`src/rtl/id_pkg.sv`:
```
// Shared types, opcodes and immediate-format decode for the decode-stage issue controller.
package id_pkg;

   typedef enum logic [1:0] {IMM_NONE, IMM_I, IMM_S, IMM_B} imm_fmt_t;
   typedef enum logic [1:0] {ST_RUN, ST_BUBBLE, ST_FLUSH} id_state_t;

   localparam int unsigned INST_W = 32;
   localparam int unsigned OPC_W  = 7;
   localparam int unsigned REG_W  = 5;
   localparam int unsigned FCNT_W = 4;
   localparam int unsigned PERF_W = 16;

   localparam logic [OPC_W-1:0] OP_LOAD   = 7'b0000011;
   localparam logic [OPC_W-1:0] OP_IMM    = 7'b0010011;
   localparam logic [OPC_W-1:0] OP_STORE  = 7'b0100011;
   localparam logic [OPC_W-1:0] OP_BRANCH = 7'b1100011;
   localparam logic [OPC_W-1:0] OP_REG    = 7'b0110011;

   // Immediate format needed by the immediate generator for a given opcode
   function automatic imm_fmt_t imm_fmt_of(input logic [OPC_W-1:0] opcode);
      imm_fmt_t fmt;
      case (opcode)
         OP_LOAD, OP_IMM: fmt = IMM_I;
         OP_STORE:        fmt = IMM_S;
         OP_BRANCH:       fmt = IMM_B;
         default:         fmt = IMM_NONE;
      endcase
      return fmt;
   endfunction

endpackage

```
`src/rtl/id_hazard_det.sv`:
```
// Load-use hazard detector: opcode-based source-register use decode plus compare against the load in EX.
module id_hazard_det
   import id_pkg::*;
(
   input  logic             hold_valid,
   input  logic [OPC_W-1:0] opcode,
   input  logic [REG_W-1:0] rs1,
   input  logic [REG_W-1:0] rs2,
   input  logic             ex_mem_read,
   input  logic [REG_W-1:0] ex_rd,
   output logic             hazard_c
);

   logic uses_rs1;
   logic uses_rs2;

   always_comb begin
      uses_rs1 = opcode inside {OP_LOAD, OP_IMM, OP_STORE, OP_BRANCH, OP_REG};
      uses_rs2 = opcode inside {OP_STORE, OP_BRANCH, OP_REG};
      // x0 is never a real dependency
      hazard_c = hold_valid & ex_mem_read & (ex_rd != REG_W'(0)) &
                 ((uses_rs1 & (rs1 == ex_rd)) | (uses_rs2 & (rs2 == ex_rd)));
   end

endmodule

```
`src/rtl/id_issue_ctrl.sv`:
```
// Decode-stage issue controller: IF/ID hold register, load-use bubble and post-branch flush.
// Optional build macro ID_PERF_CNT_EN adds the stall_cnt performance counter.
module id_issue_ctrl
   import id_pkg::*;
#(
   parameter int unsigned PC_W      = 32,
   parameter int unsigned FLUSH_CYC = 1
) (
   input  logic              clk,
   input  logic              reset_n,
   input  logic              if_valid,
   input  logic [INST_W-1:0] if_inst,
   input  logic [PC_W-1:0]   if_pc,
   output logic              if_ready,
   output logic              id_valid,
   output logic [INST_W-1:0] id_inst,
   output logic [PC_W-1:0]   id_pc,
   output logic [1:0]        id_imm_fmt,
   input  logic              id_ready,
   input  logic              ex_mem_read,
   input  logic [REG_W-1:0]  ex_rd,
   input  logic              branch_taken
`ifdef ID_PERF_CNT_EN
  ,output logic [PERF_W-1:0] stall_cnt
`endif
);

   localparam logic [FCNT_W-1:0] FLUSH_LOAD = FCNT_W'(FLUSH_CYC - 1);

   id_state_t          state_q, state_d;
   logic [FCNT_W-1:0]  fcnt_q, fcnt_d;
   logic               hold_valid_q;
   logic [INST_W-1:0]  hold_inst_q;
   logic [PC_W-1:0]    hold_pc_q;
   imm_fmt_t           hold_fmt_q;
   logic               hazard_c;
   logic               fire_c;
   logic               capture_c;

   id_hazard_det u_hazard (
      .hold_valid  (hold_valid_q),
      .opcode      (hold_inst_q[6:0]),
      .rs1         (hold_inst_q[19:15]),
      .rs2         (hold_inst_q[24:20]),
      .ex_mem_read (ex_mem_read),
      .ex_rd       (ex_rd),
      .hazard_c    (hazard_c)
   );

   always_ff @(posedge clk or negedge reset_n) begin
      if (!reset_n) begin
         state_q <= ST_RUN;
         fcnt_q  <= '0;
      end else begin
         state_q <= state_d;
         fcnt_q  <= fcnt_d;
      end
   end

   // Next state plus the handshake outputs; branch beats hazard beats normal issue
   always_comb begin
      state_d  = state_q;
      fcnt_d   = fcnt_q;
      id_valid = 1'b0;
      if_ready = 1'b0;
      case (state_q)
         ST_RUN: begin
            if (branch_taken) begin
               state_d = ST_FLUSH;
               fcnt_d  = FLUSH_LOAD;
            end else if (hazard_c) begin
               state_d = ST_BUBBLE;
            end else begin
               id_valid = hold_valid_q;
               if_ready = ~hold_valid_q | id_ready;
            end
         end
         ST_BUBBLE: begin
            if (branch_taken) begin
               state_d = ST_FLUSH;
               fcnt_d  = FLUSH_LOAD;
            end else begin
               state_d = ST_RUN;
            end
         end
         ST_FLUSH: begin
            if (branch_taken) begin
               fcnt_d = FLUSH_LOAD;
            end else if (fcnt_q == FCNT_W'(0)) begin
               state_d = ST_RUN;
            end else begin
               fcnt_d = fcnt_q - FCNT_W'(1);
            end
         end
         default: state_d = ST_RUN;
      endcase
   end

   assign fire_c    = id_valid & id_ready;
   assign capture_c = if_valid & if_ready;

   // Capture overrides the issue-clear so fire+capture is a gapless replacement
   always_ff @(posedge clk or negedge reset_n) begin
      if (!reset_n) begin
         hold_valid_q <= 1'b0;
         hold_inst_q  <= '0;
         hold_pc_q    <= '0;
         hold_fmt_q   <= IMM_NONE;
      end else if (capture_c) begin
         hold_valid_q <= 1'b1;
         hold_inst_q  <= if_inst;
         hold_pc_q    <= if_pc;
         hold_fmt_q   <= imm_fmt_of(if_inst[6:0]);
      end else if (branch_taken || fire_c) begin
         hold_valid_q <= 1'b0;
      end
   end

   assign id_inst    = hold_inst_q;
   assign id_pc      = hold_pc_q;
   assign id_imm_fmt = hold_fmt_q;

`ifdef ID_PERF_CNT_EN
   logic [PERF_W-1:0] stall_q;
   logic              stall_inc_c;

   assign stall_inc_c = (state_q != ST_RUN) | (hold_valid_q & ~id_ready);

   // Saturating stall counter
   always_ff @(posedge clk or negedge reset_n) begin
      if (!reset_n) begin
         stall_q <= '0;
      end else if (stall_inc_c && (stall_q != {PERF_W{1'b1}})) begin
         stall_q <= stall_q + PERF_W'(1);
      end
   end

   assign stall_cnt = stall_q;
`endif

endmodule

```
`config.mk`:
```
export PLATFORM = sky130hd
export DESIGN_NAME = id_issue_ctrl
export DESIGN_NICKNAME = d
export VERILOG_FILES = /design/src/rtl/id_pkg.sv /design/src/rtl/id_hazard_det.sv /design/src/rtl/id_issue_ctrl.sv
export SDC_FILE = /design/constraint.sdc
export NUM_CORES = 1
export LEC_CHECK = 0
export ABC_AREA = 1
export CELL_PAD_IN_SITES_DETAIL_PLACEMENT = 1
export CELL_PAD_IN_SITES_GLOBAL_PLACEMENT = 1
export CORE_MARGIN = 4
export CORE_UTILIZATION = 30
export DETAILED_ROUTE_END_ITERATION = 8
export GPL_ROUTABILITY_DRIVEN = 1
export MAX_ROUTING_LAYER = met4
export PLACE_DENSITY = 0.86
export RECOVER_POWER = 50
export SLEW_MARGIN = 20
export SYNTH_ARGS = -nofsm -noshare
export SYNTH_HDL_FRONTEND = slang
export SYNTH_SLANG_ARGS = --single-unit
```
`constraint.sdc`:
```
create_clock -name clk -period 1.5 [get_ports clk]
set_input_delay 0.225 -clock clk [delete_from_list [all_inputs] [get_ports clk]]
set_output_delay 0.225 -clock clk [all_outputs]
set_load 0.02 [all_outputs]
```
Yosys cells after proc, flatten, opt, wreduce, memory -nomap -nowiden
Cells that the tools add are included.
Word-level totals
  register bits after elaboration: 73
  output and inout port bits: 68
  word-level logic and storage cells: 66
  bits of input ports: 75
  bits in writable memories: 0
  ROM bits: 0
  latch bits: 0
  memories: 0
Cells by class
  equal/unequal tests: 18
  reduce and logical (&&, ||, !) cells: 12
  mux-type cells: 19
  multiply operators: 0
  add/subtract/negate cells: 1
  shift-type cells: 0
  div/mod/pow operators: 0
  bitwise operators: 10
  order comparisons: 0
Operators by type and width (number)
  $eq 7x6->1 const B: 3
  $eq 7x2->1 const B: 2
  $eq 7x5->1 const B: 2
  $eq 7x7->1 const B: 2
  $mux 4: 3
  $pmux 2 s3: 2
  $eq 5x5->1: 2
  $mux 2: 5
  $reduce_bool 5->1: 2
  $mux 1: 8
  $pmux 4 s2: 1
  $and 1x1->1: 7
  $ne 3x3->1 const B: 2
  $reduce_and 3->1: 2
  $logic_not 4->1: 1
  $ne 2x2->1 const B: 2
  $reduce_bool 2->1: 2
  $reduce_or 2->1: 2
  $sub 4x1->4 const B: 1
  $reduce_bool 3->1: 1
  $eq 2x1->1 const B: 1
  $eq 2x2->1 const B: 1
  $logic_not 2->1: 1
  $ne 2x1->1 const B: 1
  other kinds (3): 4

Depth between registers and ports, before layout
Gate-level depths: netlist of run 1.
  depth after elaboration: 12
  gate-level depth with buffers: 12
  mapped depth without buffers: 10

Hierarchy
From an unflattened synthesis of run 1, not the netlist that was laid out.
Second synthesis, totals
  cell total of the unflattened synthesis: 407
  area, all modules: 3281.9 µm²
By module, submodules not included
  id_issue_ctrl: area each 3024.2 µm², times used 1, cells an instance 344, sequential area each 1826.8 µm²
  id_hazard_det: area each 257.7 µm², times used 1, cells an instance 63, sequential area each 0.0 µm²

Worst setup path before layout of run 1
Ideal clock, no wire load.
  kind: register -> output
  from: register hold_inst_q[6] (netlist: id_inst[6])
  to: output port id_valid
  path buffers: 1
  stages on the path, launching flop included: 10
  setup slack: -191 ps
  data required time: 1275 ps
  data arrival time: 1466 ps
  cell sequence: dfrtp_1 > nand2_1 > nand2_1 > nor2_1 > nand3_1 > nand2_1 > a21oi_2 > buf_6 > inv_1 > nor2_1
On the way
  word-level cells in the longest chain between the ends: 8
  elaborated cells between the ends (all ways): 14
  those cells by class: 5 x eq/ne; 3 x mux; 4 x bitwise; 2 x reduce/logical
Ends and longest elaborated chain
  start: declaration: RTL line id_issue_ctrl.sv:33  | logic [INST_W-1:0] hold_inst_q;
  start signal: assignment: RTL line id_issue_ctrl.sv:111  | hold_inst_q <= if_inst;
  $eq 7x2->1 (tied with other cells): RTL line id_hazard_det.sv:18  | uses_rs1 = opcode inside {OP_LOAD, OP_IMM, OP_STORE, OP_BRANCH, OP_REG};
  $reduce_bool 5->1 / $reduce_bool 3->1 (equally long branches): RTL line id_hazard_det.sv:18, id_hazard_det.sv:19
  $and 1x1->1: RTL line id_hazard_det.sv:22  | ((uses_rs1 & (rs1 == ex_rd)) | (uses_rs2 & (rs2 == ex_rd)));
  $or 1x1->1 (*): RTL line id_hazard_det.sv:22
  $and 1x1->1 (*): RTL line id_hazard_det.sv:21  | hazard_c = hold_valid & ex_mem_read & (ex_rd != REG_W'(0)) &
  $mux 1 (*): RTL line id_issue_ctrl.sv:71  | end else if (hazard_c) begin
  $mux 1 (*): RTL line id_issue_ctrl.sv:68  | if (branch_taken) begin
  $mux 1 (*): RTL line id_issue_ctrl.sv:66  | case (state_q)
  end: declaration: RTL line id_issue_ctrl.sv:15  | output logic id_valid,
Every way passes the cells marked *; elsewhere a longest branch is shown, timed or not.

Worst setup path in the final report of run 1
  from: register hold_inst_q[17] (netlist: id_inst[17])
  to: output port if_ready
On the way
  word-level cells in the longest chain between the ends: 7
Ends and longest elaborated chain
  $eq 5x5->1: RTL line id_hazard_det.sv:22
  $and 1x1->1: RTL line id_hazard_det.sv:22
  $or 1x1->1: RTL line id_hazard_det.sv:22
  $and 1x1->1: RTL line id_hazard_det.sv:21
  $mux 1: RTL line id_issue_ctrl.sv:71
  $mux 1: RTL line id_issue_ctrl.sv:68
  $mux 1: RTL line id_issue_ctrl.sv:66
  end: declaration: RTL line id_issue_ctrl.sv:14  | output logic if_ready,
Every way passes these cells.

==> results of run 1 <==
-- cells by family (layout without fill, tap and decap cells) --
family | after synthesis | count (layout)
fa+ha+maj | 2 | 2
flops | 73 | 73
buf+inv | 56 | 253
compound gates | 10 | 10
simple gates | 273 | 273
-- layout make-up --
type,count,area (sq um),share of cell area (%)
repair buffers,210,2080,35.2
flip-flops and latches,73,1840,31.2
multi-input cells,285,1420,24.0
clock buffers,13,250,4.23
well taps,140,175,2.96
inverters,27,104,1.76
clock inverters,3,40.0,0.677
-- power breakdown --
group	switching [mW]	total, mW	internal [mW]
registers	0.601	3.48	2.88
clock network	0.828	2.16	1.33
logic	3.32	5.84	2.51
total	4.75	11.5	6.72
-- metal layers --
| layer | global-route usage (%) | vias to the layer above | part of all wire [%] |
|---|---|---|---|
| met5 | - | - | 0 |
| met4 | 9.50 | 0 | 2.7 |
| met3 | 5.02 | 34 | 5.8 |
| met2 | 39.3 | 140 | 51 |
| met1 | 28.8 | 1869 | 40 |
| li1 | - | 1746 | - |
-- worst min path at each step --
stage                         from     endpoint  slack (ns)  cells after the start
final                     if_valid   id_inst[1]        0.43                      4
after global routing      if_valid     id_pc[0]        0.45                      4
after CTS                  reset_n   state_q[1]        0.40                      2
after detailed placement   reset_n  id_inst[12]        0.21                      1
after global placement     reset_n  id_inst[12]        0.20                      1
after floorplan            reset_n    fcnt_q[0]       -0.07                      0
-- what timing repair did --
item | CTS | global route
pin swaps | 9 | 17
setup endpoints to repair | 136 | 77
setup buffers | 13 | 7
resized for setup | 118 | 45
hold buffers | 1 | 0
cloned | 7 | 0
endpoints found under the hold margin | 28 | 0
-- registers in the layout, summed over array words and instances, names as in the netlist --
name          flops
fcnt_q            4
hold_valid_q      1
id_imm_fmt        2
id_inst          32
id_pc            32
state_q           2
-- stage by stage --
step / cell area (sq um) / util (%) / hold slack, ns / TNS [ns]
finish: 5910 / 54.1 / 0.433 / -23.81
global route: 5910 / 54.1 / 0.453 / -29.54
CTS: 5830 / 53.3 / 0.397 / -21.45
detailed placement: 5230 / 47.8 / 0.208 / -62.50
global placement: 5230 / 47.8 / 0.198 / -54.12
floorplan: 3430 / - / -0.0706 / -0.0619
-- cell usage after synthesis, types with 2 or more instances --
cell type	count
inv_2	4
buf_4	3
buf_1	6
or2_2	2
nand3_1	5
dfrtp_1	73
inv_1	23
nand4_1	69
nor2_1	18
nand2_1	177
o21ai_0	4
buf_2	8
clkbuf_1	8
buf_6	4
ha_1	2
-- critical path: cells and delay by family (launching register included) --
family	cells	cell delay [ns]
AND/OR/NAND/NOR	6	0.46
flip-flops	1	0.42
buffers and inverters	3	0.24
AO/OA/AOI/OAI	1	0.24
==> impl_metrics.py, run 1 <==
metrics = {
    "logic_synthesis": {
        "synthAdderAreaFrac_pct": 0.737,
        "synth-compound-area-share_pct": 1.81,
        "synth_top_area_share_pct": 53.8,
        "ys_top_cells_by_area": "dfrtp_1 (54%), nand2_1 (20%), nand4_1 (13%), inv_1 (2.5%), nor2_1 (2.0%)",
        "synth_async_sr_flop_share_pct": 100,
        "synth_fp_nets": 491,
        "syn_inst": 414,
        "synthSimpleGateAreaFrac_pct": 36.0,
        "synth-seq-area-share_pct": 53.8,
        "ys_ff_latch": 73,
        "yosys_warnings": 0,
        "synth_area_sq_um": 3400,
        "synth_xor_area_share_pct": 0,
        "synthFlopType": "dfrtp_1",
        "synthMuxAreaShare_pct": 0,
        "ys_types": 23,
        "synth_edf_count": 0,
        "synth_top_family_by_area": "simple AND/OR/NAND/NOR gates",
        "yosysTopAreaCell": "dfrtp_1",
        "syn_area_per_cell_sq_um": 8.20,
    },
    "flow_run": {
        "drv_cap": 0,
    },
    "run_status": {
        "outcome": "complete, but fails checks",
        "violations": "setup timing",
    },
    "floorplan": {
        "row_count": 38,
        "initial_core_util_pct": 31.1,
        "die-area_sq_um": 13100,
        "ios": 143,
        "die_y_microns": 114,
        "core-area_sq_um": 10900,
        "dieWidth_microns": 114,
    },
    "timing": {
        "fmax_ghz": 0.514,
        "finalSetupViolCount": 70,
        "clock-skew-final_ns": 0.0135,
        "finalHoldViolCount": 0,
        "fin_ws_ns": -0.445,
        "drv_slew": 0,
        "fin_crit_ns": 1.95,
        "max-slew-margin-rel_pct": 45.1,
        "min_period_over_period_pct": 130,
        "timing_worst_slew_pin_value_ns": 0.824,
        "grt_setup_unrepaired": "true",
    },
    "pwr": {
        "ir_worst_vdd_v": 0.000806,
        "p_leak_nw": 3.07,
        "total_power_mw": 11.5,
        "cellPowerDensity_nw_per_um2": 1940,
    },
    "routing": {
        "drtAntennaViolNets": 0,
        "drt_iter0_markers": 191,
        "vias_per_cell": 5.05,
        "wl_microns": 15000,
        "drc": 0,
        "wl_per_cell_microns": 20.0,
        "vias": 3789,
        "dr.pass1.iters": 4,
    },
    "placed_design": {
        "place_ws_ns": -0.931,
        "portBuffers": 142,
        "gp_congestion": 0.754,
        "placed_cells": 707,
        "hpwl_microns": 9120,
    },
    "finish": {
        "fillers": 1280,
        "layout.cells.non_filler": 751,
        "fin_nets": 683,
        "area_growth_pct": 74.1,
        "drive_above_1_share_pct": 25.7,
        "final_cell_mix": "nand2_1 (155), nand4_1 (69), clkdlybuf4s50_1 (67)",
        "num_antenna_cells": 0,
        "layout_commonest_cell": "nand2_1",
    },
    "clock_tree": {
        "clock_sinks": 73,
        "clockBufferDepth": 2,
        "cts_tree": "yes",
        "cts_max_level": 3,
        "path_clk_slew_ns": 0.07,
        "cts_inserted_buffers": 9,
        "ctsRootBufferMaster": "clkbuf_16",
        "clkLatencyLatePin_ns": 0.34,
    },
    "global_routing": {
        "grt_pass1_vias": 4298,
        "antenna_found_initial": 0,
        "gr-total-overflow": 0,
        "grt_pass1_wl_microns": 23700,
        "grt.total_usage_pct": 24.0,
        "grt_start_max_net_pins": 36,
    },
    "worst_setup_path": {
        "reg2reg_from": "id_inst[17]",
        "crit_chain": "inv_2 > nand2_1 > nand2_1 > nor2_2 > nand3_1 > nand2_2 > a21oi_4 > inv_4 > nor2_4 > buf_6",
        "cp.arrival_ns": 1.72,
        "cp_common_cell": "nand2_1",
        "cp_slowest_cell": "dfrtp_2",
        "timing.rr.end": "id_inst[6]",
        "path_max_fanout": 3,
        "crit_path_start_kind": "register",
        "rrSetupSlack_ns": -0.40,
        "crit_start": "id_inst[17]",
        "critPathCaptureType": "output port",
        "crit_end": "if_ready",
        "r2r_cells": 11,
        "cpPeakStageDelay_ns": 0.42,
        "required_ns": 1.27,
        "worstSetupPathType": "reg2out",
    },
    "hold_path": {
        "hold_path_class": "in2reg",
    },
}
Power figures use the tool's default switching activity.
==> inputs of run 2 (changes only) <==
- GPL_ROUTABILITY_DRIVEN: 1 -> 0
==> results of run 2 <==
Same layout as run 1: the final DEF is identical, and so are final timing and power.
==> edit 1: new RTL, flow settings as in run 1 <==
The option `ID_PERF_CNT_EN` is turned on by a define.
--- a/src/rtl/id_issue_ctrl.sv
+++ b/src/rtl/id_issue_ctrl.sv
@@ -1,4 +1,6 @@
 // Decode-stage issue controller: IF/ID hold register, load-use bubble and post-branch flush.
 // Optional build macro ID_PERF_CNT_EN adds the stall_cnt performance counter.
+`define ID_PERF_CNT_EN
+
 module id_issue_ctrl
    import id_pkg::*;
Formal check against the unedited RTL (old outputs only; new: stall_cnt): equivalent (Yosys induction, for registers that start in step).
==> edit 1 against run 1 <==
Synthesized area grew 26%; worst setup slack better by 0.12 ns; sequential share of layout area down 1.7 points; sequential cell count rose by 16; via count increased by 27%; the flow still finishes with violations (negative setup slack); first-iteration DRC count is 12% lower; highest routed layer unchanged; routed wire length up 29%; final area increased by 28%; non-clock buffer count rose by 64; power rose by 25%.
==> edit 1: results (changes against run 1) <==
| Metric | Value |
|---|---|
| Detailed Place HPWL | 11.76 mm (was 9.117 mm) |
| Pin count of the biggest net entering global routing | 90 (was 36) |
| Placed cells | 897 (was 707) |
| Filler cells | 1618 (was 1280) |
| Cts bufs inserted | 9 (unchanged) |
| Syn avg cell area | 8.250 um^2 (was 8.202 um^2) |
| Proportion of layout cells with a drive suffix above 1 | 0.2745 (was 0.2570) |
| IO buf count | 158 (was 142) |
| Slew HR | 0.4147 (was 0.4505) |
| Global-route wire length before repair | 28.21 mm (was 23.74 mm) |
| Routed Wire Length | 19.39 mm (was 15.03 mm) |
| Fin Clk Skew | 0.01494 ns (was 0.01351 ns) |
| Synth Area in Compound Gates | 0.02464 (was 0.01805) |
| Failing checks | negative setup slack (unchanged) |
| Worst path max stage delay | 0.42 ns (about the same) |
| Synth warnings | 0 (unchanged) |
| Synth Area in Adders | 0.008800 (was 0.007369) |
| Vias in the first global route | 5345 (was 4298) |
| Fin cells | 956 (was 751) |
| Worst setup margin | -0.3216 ns (was -0.4453 ns) |
| VDD IR-drop max | 716.3 uV (was 805.9 uV) |
| GRT Overall Usage | 0.2268 (was 0.2398) |
| Synth Area in XOR/XNOR | 0.03080 (was 0) |
| Synthesized Nets | 595 (was 491) |
| Antenna cells | 0 (unchanged) |
| GR Layer Usage met2 | 0.3963 (was 0.3935) |
| Status | finished with violations (unchanged) |
| Commonest cells in the netlist | nand2_1 (200), dfrtp_1 (89), nand4_1 (76) (was nand2_1 (177), dfrtp_1 (73), nand4_1 (69)) |
| CP max-delay cell | dfrtp_1 (was dfrtp_2) |
| Top cells by area, synth | dfrtp_1 (52%), nand2_1 (18%), nand4_1 (11%) (was dfrtp_1 (54%), nand2_1 (20%), nand4_1 (13%)) |
| Final Setup Violations | 82 (was 70) |
| Routability Congestion | 0.8767 (was 0.7543) |
| GRT met3 Usage | 0.04013 (was 0.05021) |
| Initial DRC Count | 169 (was 191) |
| Vias | 4813 (was 3789) |
| Skew-Pair Late Insertion Delay | 0.34 ns (about the same) |
| Sequential area share after synthesis | 0.5221 (was 0.5380) |
| Net count, final | 850 (was 683) |
| Worst min path class | in -> reg (unchanged) |
| Routing usage on met1 | 0.2551 (was 0.2884) |
| Yosys cell types | 27 (was 23) |
| P_leak | 3.951 nW (was 3.073 nW) |
## edit 1: changes by cell type in the layout (fill, tap and decap cells not counted), moves of 5 or more
cell,before,now
nand4_1,69,76
xor2_1,0,8
dlygate4sd2_1,63,74
nand2_1,155,182
dfrtp_1,60,87
dfrtp_2,13,2
buf_4,43,82
nand2_4,1,6
inv_1,9,26
inv_2,17,12
nand2_2,21,14
o21ai_2,0,5
## edit 1: final timing paths
kind / from / to / slack, ns / cells past startpoint
setup / recovery: id_inst[18] / if_ready / -0.32 / 9
hold / removal: if_valid / id_inst[25] / 0.31 / 3
setup reg to reg: id_inst[3] / id_inst[0] / -0.28 / 11
hold reg to reg: id_pc[27] / id_pc[27] / 0.48 / 2
max in group asynchronous: reset_n / stall_cnt[0] / 0.25 / 3
min in group asynchronous: reset_n / stall_cnt[6] / 0.59 / 3
## edit 1: routing by layer
| layer | routed length, um | up-vias |
|---|---|---|
| met5 | 0 | - |
| met4 | 683 | 0 |
| met3 | 860 | 49 |
| met2 | 10250 | 170 |
| met1 | 7596 | 2380 |
| li1 | - | 2214 |
## edit 1: cells by family (layout without fill, tap and decap cells)
group	count (synthesis)	count (layout)
flip-flops	89	89
AND/OR/NAND/NOR	322	322
AO/OA/AOI/OAI	18	18
adder cells (fa/ha/maj)	3	3
buffers and inverters	70	329
XOR/XNOR	15	15
## edit 1: final cells by class
class                           instances  area share
Tap cell                              180     0.02976
Clock buffer                           11     0.03208
Sequential cell                        89      0.2946
Multi-Input combinational cell        358      0.2660
Clock inverter                          4    0.006944
Inverter                               40     0.02083
Timing Repair Buffer                  274      0.3497
## edit 1: worst max-delay path: cells and delay by family (launching register included)
| kind | cells | cell delay [ns] |
|---|---|---|
| simple gates | 7 | 0.65 |
| buf+inv | 1 | 0.15 |
| compound gates | 1 | 0.03 |
| flops | 1 | 0.42 |
## edit 1: where the power goes
part,switching [mW],internal [mW],leakage [nW],total (mW)
Combinational,4.41,3.57,2.69,7.98
Clock,0.992,1.34,0.146,2.33
Sequential,0.683,3.39,1.12,4.07
## edit 1: what timing repair did
item	CTS	global route
hold endpoints to repair	89	0
endpoints found under the setup margin	166	91
hold buffers	1	0
pin swaps	9	37
gates resized for setup	125	98
cloned	8	0
setup buffers	8	30
## edit 1: per-stage QoR
step	hold WS (ns)	setup TNS, ns	worst slack (ns)	utilization	cell area [um^2]
2_1_floorplan	-0.07059	0	0.007713	-	4272
3_3_place_gp	0.3057	-30.66	-0.7165	0.4716	6546
3_5_place_dp	0.3154	-38.08	-0.7816	0.4716	6546
4_1_cts	0.3001	-15.94	-0.3396	0.5119	7106
5_1_grt	0.3201	-25.36	-0.4170	0.5452	7567
6_report	0.3147	-17.64	-0.3216	0.5452	7567
==> edit 2: new RTL, flow settings as in run 1 <==
Made on the original files. Encoding of `id_state_t`: now one-hot (3 bits for 3 states).
--- a/src/rtl/id_pkg.sv
+++ b/src/rtl/id_pkg.sv
@@ -3,5 +3,5 @@
 
    typedef enum logic [1:0] {IMM_NONE, IMM_I, IMM_S, IMM_B} imm_fmt_t;
-   typedef enum logic [1:0] {ST_RUN, ST_BUBBLE, ST_FLUSH} id_state_t;
+   typedef enum logic [2:0] {ST_RUN = 3'b001, ST_BUBBLE = 3'b010, ST_FLUSH = 3'b100} id_state_t;
 
    localparam int unsigned INST_W = 32;
Formal check against the unedited RTL: same outputs for any inputs over 10 cycles, from zero or initial values and one cycle with reset_n low; not proved beyond that.
==> edit 2 against run 1 <==
Worst setup slack better by 0.060 ns; synthesized cell count up 2.7%; the run still ends with negative setup slack left; critical endpoint is now id_pc[26]; sequential power up 4%; sequential cell count up 1; power up 8.2%; routed wire length up 0.98%; clock power up 7%; final cell count up 0.67%; first-iteration DRC count down 13%; final area up 4.8%; synthesized area up 1.7%; non-clock buffer count down 7; sequential share of layout area down 1.0 points.
==> edit 2: results (changes against run 1) <==
| Metric | Value |
|---|---|
| Failing checks | negative setup slack (unchanged) |
| CP Max Fanout | 17 (was 3) |
| FFs w/ async S/R, synth | 1.000 (unchanged) |
| Initial DRC Count | 167 (was 191) |
| Cts bufs inserted | 9 (unchanged) |
| Skew-Pair Late Insertion Delay | 0.33 ns |
| Yosys cell types | 26 (was 23) |
| Hold_ws | 0.4344 ns (was 0.4331 ns) |
| Vias in the first global route | 4263 (was 4298) |
| IO buf count | 142 (unchanged) |
| Routed Wire Length | 15.18 mm (was 15.03 mm) |
| Placed inst area | 5324 um^2 (was 5225 um^2) |
| Status | finished with violations (unchanged) |
| Net count, final | 687 (was 683) |
| Top cells by area, synth | dfrtp_1 (53%), nand2_1 (19%), nand4_1 (12%) (was dfrtp_1 (54%), nand2_1 (20%), nand4_1 (13%)) |
| Arr. time, crit path | 2.14 ns (was 1.72 ns) |
| Vias per cell | 5.009 (was 5.045) |
| FF-to-FF Start | id_inst[15] (was id_inst[17]) |
| Filler cells | 1280 (unchanged) |
| Pin count of the biggest net entering global routing | 67 (was 36) |
| Final Hold Violating Endpoints | 0 (unchanged) |
| Htree depth | 3 (unchanged) |
| Measured slew at the worst slew-check pin | 0.8050 ns (was 0.8242 ns) |
| GRT Overall Usage | 0.2402 (was 0.2398) |
| CTS root buffer | clkbuf_16 (unchanged) |
| Hold_sp | if_valid (unchanged) |
| Synth warnings | 0 (unchanged) |
| Global-route wire length before repair | 23.56 mm (was 23.74 mm) |
| Worst min path class | in -> reg (unchanged) |
| Hold endpoint | id_pc[30] (was id_inst[1]) |
| CTS Buffer Depth | 2 (unchanged) |
| Fin Clk Skew | 0.006899 ns (was 0.01351 ns) |
| Hold Path Cell Cnt | 4 (unchanged) |
| Reg-to-reg endpoint | id_pc[26] (was id_inst[6]) |
| R2R depth | 11 (unchanged) |
| Detailed Place HPWL | 8.972 mm (was 9.117 mm) |
| Synthesized Nets | 502 (was 491) |
| P_leak | 3.157 nW (was 3.073 nW) |
| Worst setup margin | -0.3857 ns (was -0.4453 ns) |
| Routability Congestion | 0.8184 (was 0.7543) |
| Sequential area share after synthesis | 0.5366 (was 0.5380) |
| VDD IR-drop max | 769.5 uV (was 805.9 uV) |
| Commonest cells in the netlist | nand2_1 (178), dfrtp_1 (73), nand4_1 (67) (was nand2_1 (177), dfrtp_1 (73), nand4_1 (69)) |
| Clk pin slew, worst setup/hold paths | 0.06 ns |
| Final Setup Violations | 72 (was 70) |
| Switching share of power | 0.4141 (about the same) |
| Initial antenna violation count | 1 (was 0) |
| Drt first pass iters | 4 (unchanged) |
| Final Max Tran Viols | 0 (unchanged) |
| Proportion of layout cells with a drive suffix above 1 | 0.3122 (was 0.2570) |
edit 2: cell count changes after synthesis, sizes merged, moves of 2 or more:
cell   delta
o21ai     -2
nand4     -2
a21oi     +2
nand3     +2
nor2      +6
nor3      +3
edit 2: power groups by stage:
stage,Sequential [mW],Combinational [mW],Clock (mW)
after floorplan,4.43,1.79,0
after global placement,3.47,5.52,0
after detailed placement,3.52,5.75,0
after CTS,3.57,6.29,2.36
after global routing,3.73,6.98,2.45
final,3.62,6.48,2.32
edit 2: layout make-up:
type / count / area [um^2] / share of cell area
timing repair buffer: 203 / 2074 / 0.3347
tap: 140 / 175.2 / 0.02827
sequential: 74 / 1869 / 0.3016
antenna: 1 / 2.502 / 0.0004038
clock buffer: 11 / 242.7 / 0.03917
clock inverter: 5 / 77.57 / 0.01252
multi-input combinational: 294 / 1645 / 0.2655
inverter: 28 / 110.1 / 0.01777
edit 2: metrics by stage:
stage | TNS (ns) | cells | setup slack, ns
after floorplan | -0.1439 | 425 | -0.07195
after global placement | -58.35 | 719 | -0.8552
after detailed placement | -63.56 | 719 | -0.9477
after CTS | -18.57 | 756 | -0.3443
after global routing | -32.06 | 756 | -0.4955
final | -24.81 | 756 | -0.3857
edit 2: worst max-delay path, stage by stage, from the launching register on:
cell and delay [ns]:
dfrtp_2 0.43, inv_2 0.05, nand2_1 0.04, o21ai_1 0.10, nor2_1 0.09, nand3_1 0.09, nand2_2 0.09, a21oi_4 0.19
buf_4 0.21, bufbuf_16 0.32, nand4_1 0.11, nand2_1 0.11
edit 2: worst max-delay path by stage:
stage,from,endpoint,slack (ns),cells after the start
detailed placement,ex_rd[2],id_pc[29],-0.95,11
CTS,id_inst[15],id_valid,-0.34,10
finish,id_inst[15],id_pc[26],-0.39,11
global route,id_inst[5],id_pc[26],-0.50,11
global placement,ex_rd[1],if_ready,-0.86,10
floorplan,id_inst[15],id_valid,-0.07,10
edit 2: kinds of logic (layout without fill, tap and decap cells):
| logic type | Yosys count | in the layout | share of synthesized area |
|---|---|---|---|
| fa+ha+maj | 2 | 2 | 0.007245 |
| simple gates | 282 | 282 | 0.3634 |
| buf+inv | 57 | 247 | 0.07428 |
| flops | 74 | 74 | 0.5366 |
| xor+xnor | 1 | 1 | 0.002537 |
| compound gates | 9 | 9 | 0.01594 |
| other cells | 0 | 1 | 0 |
edit 2: timing repair:
item                                    CTS  global route
gates cloned                             11             0
endpoints found under the hold margin    26             0
pin swaps                                37             6
setup buffers                             9             4
hold buffers                              1             0
resized for setup                       163            30
endpoints found under the setup margin  139            77
edit 2: per-layer routing:
metal,routed length (um),up-vias,global-route usage
li1,-,1774,-
met5,0,-,-
met4,215,0,0.05869
met1,6277,1884,0.2926
met3,690,17,0.04947
met2,7997,112,0.4086
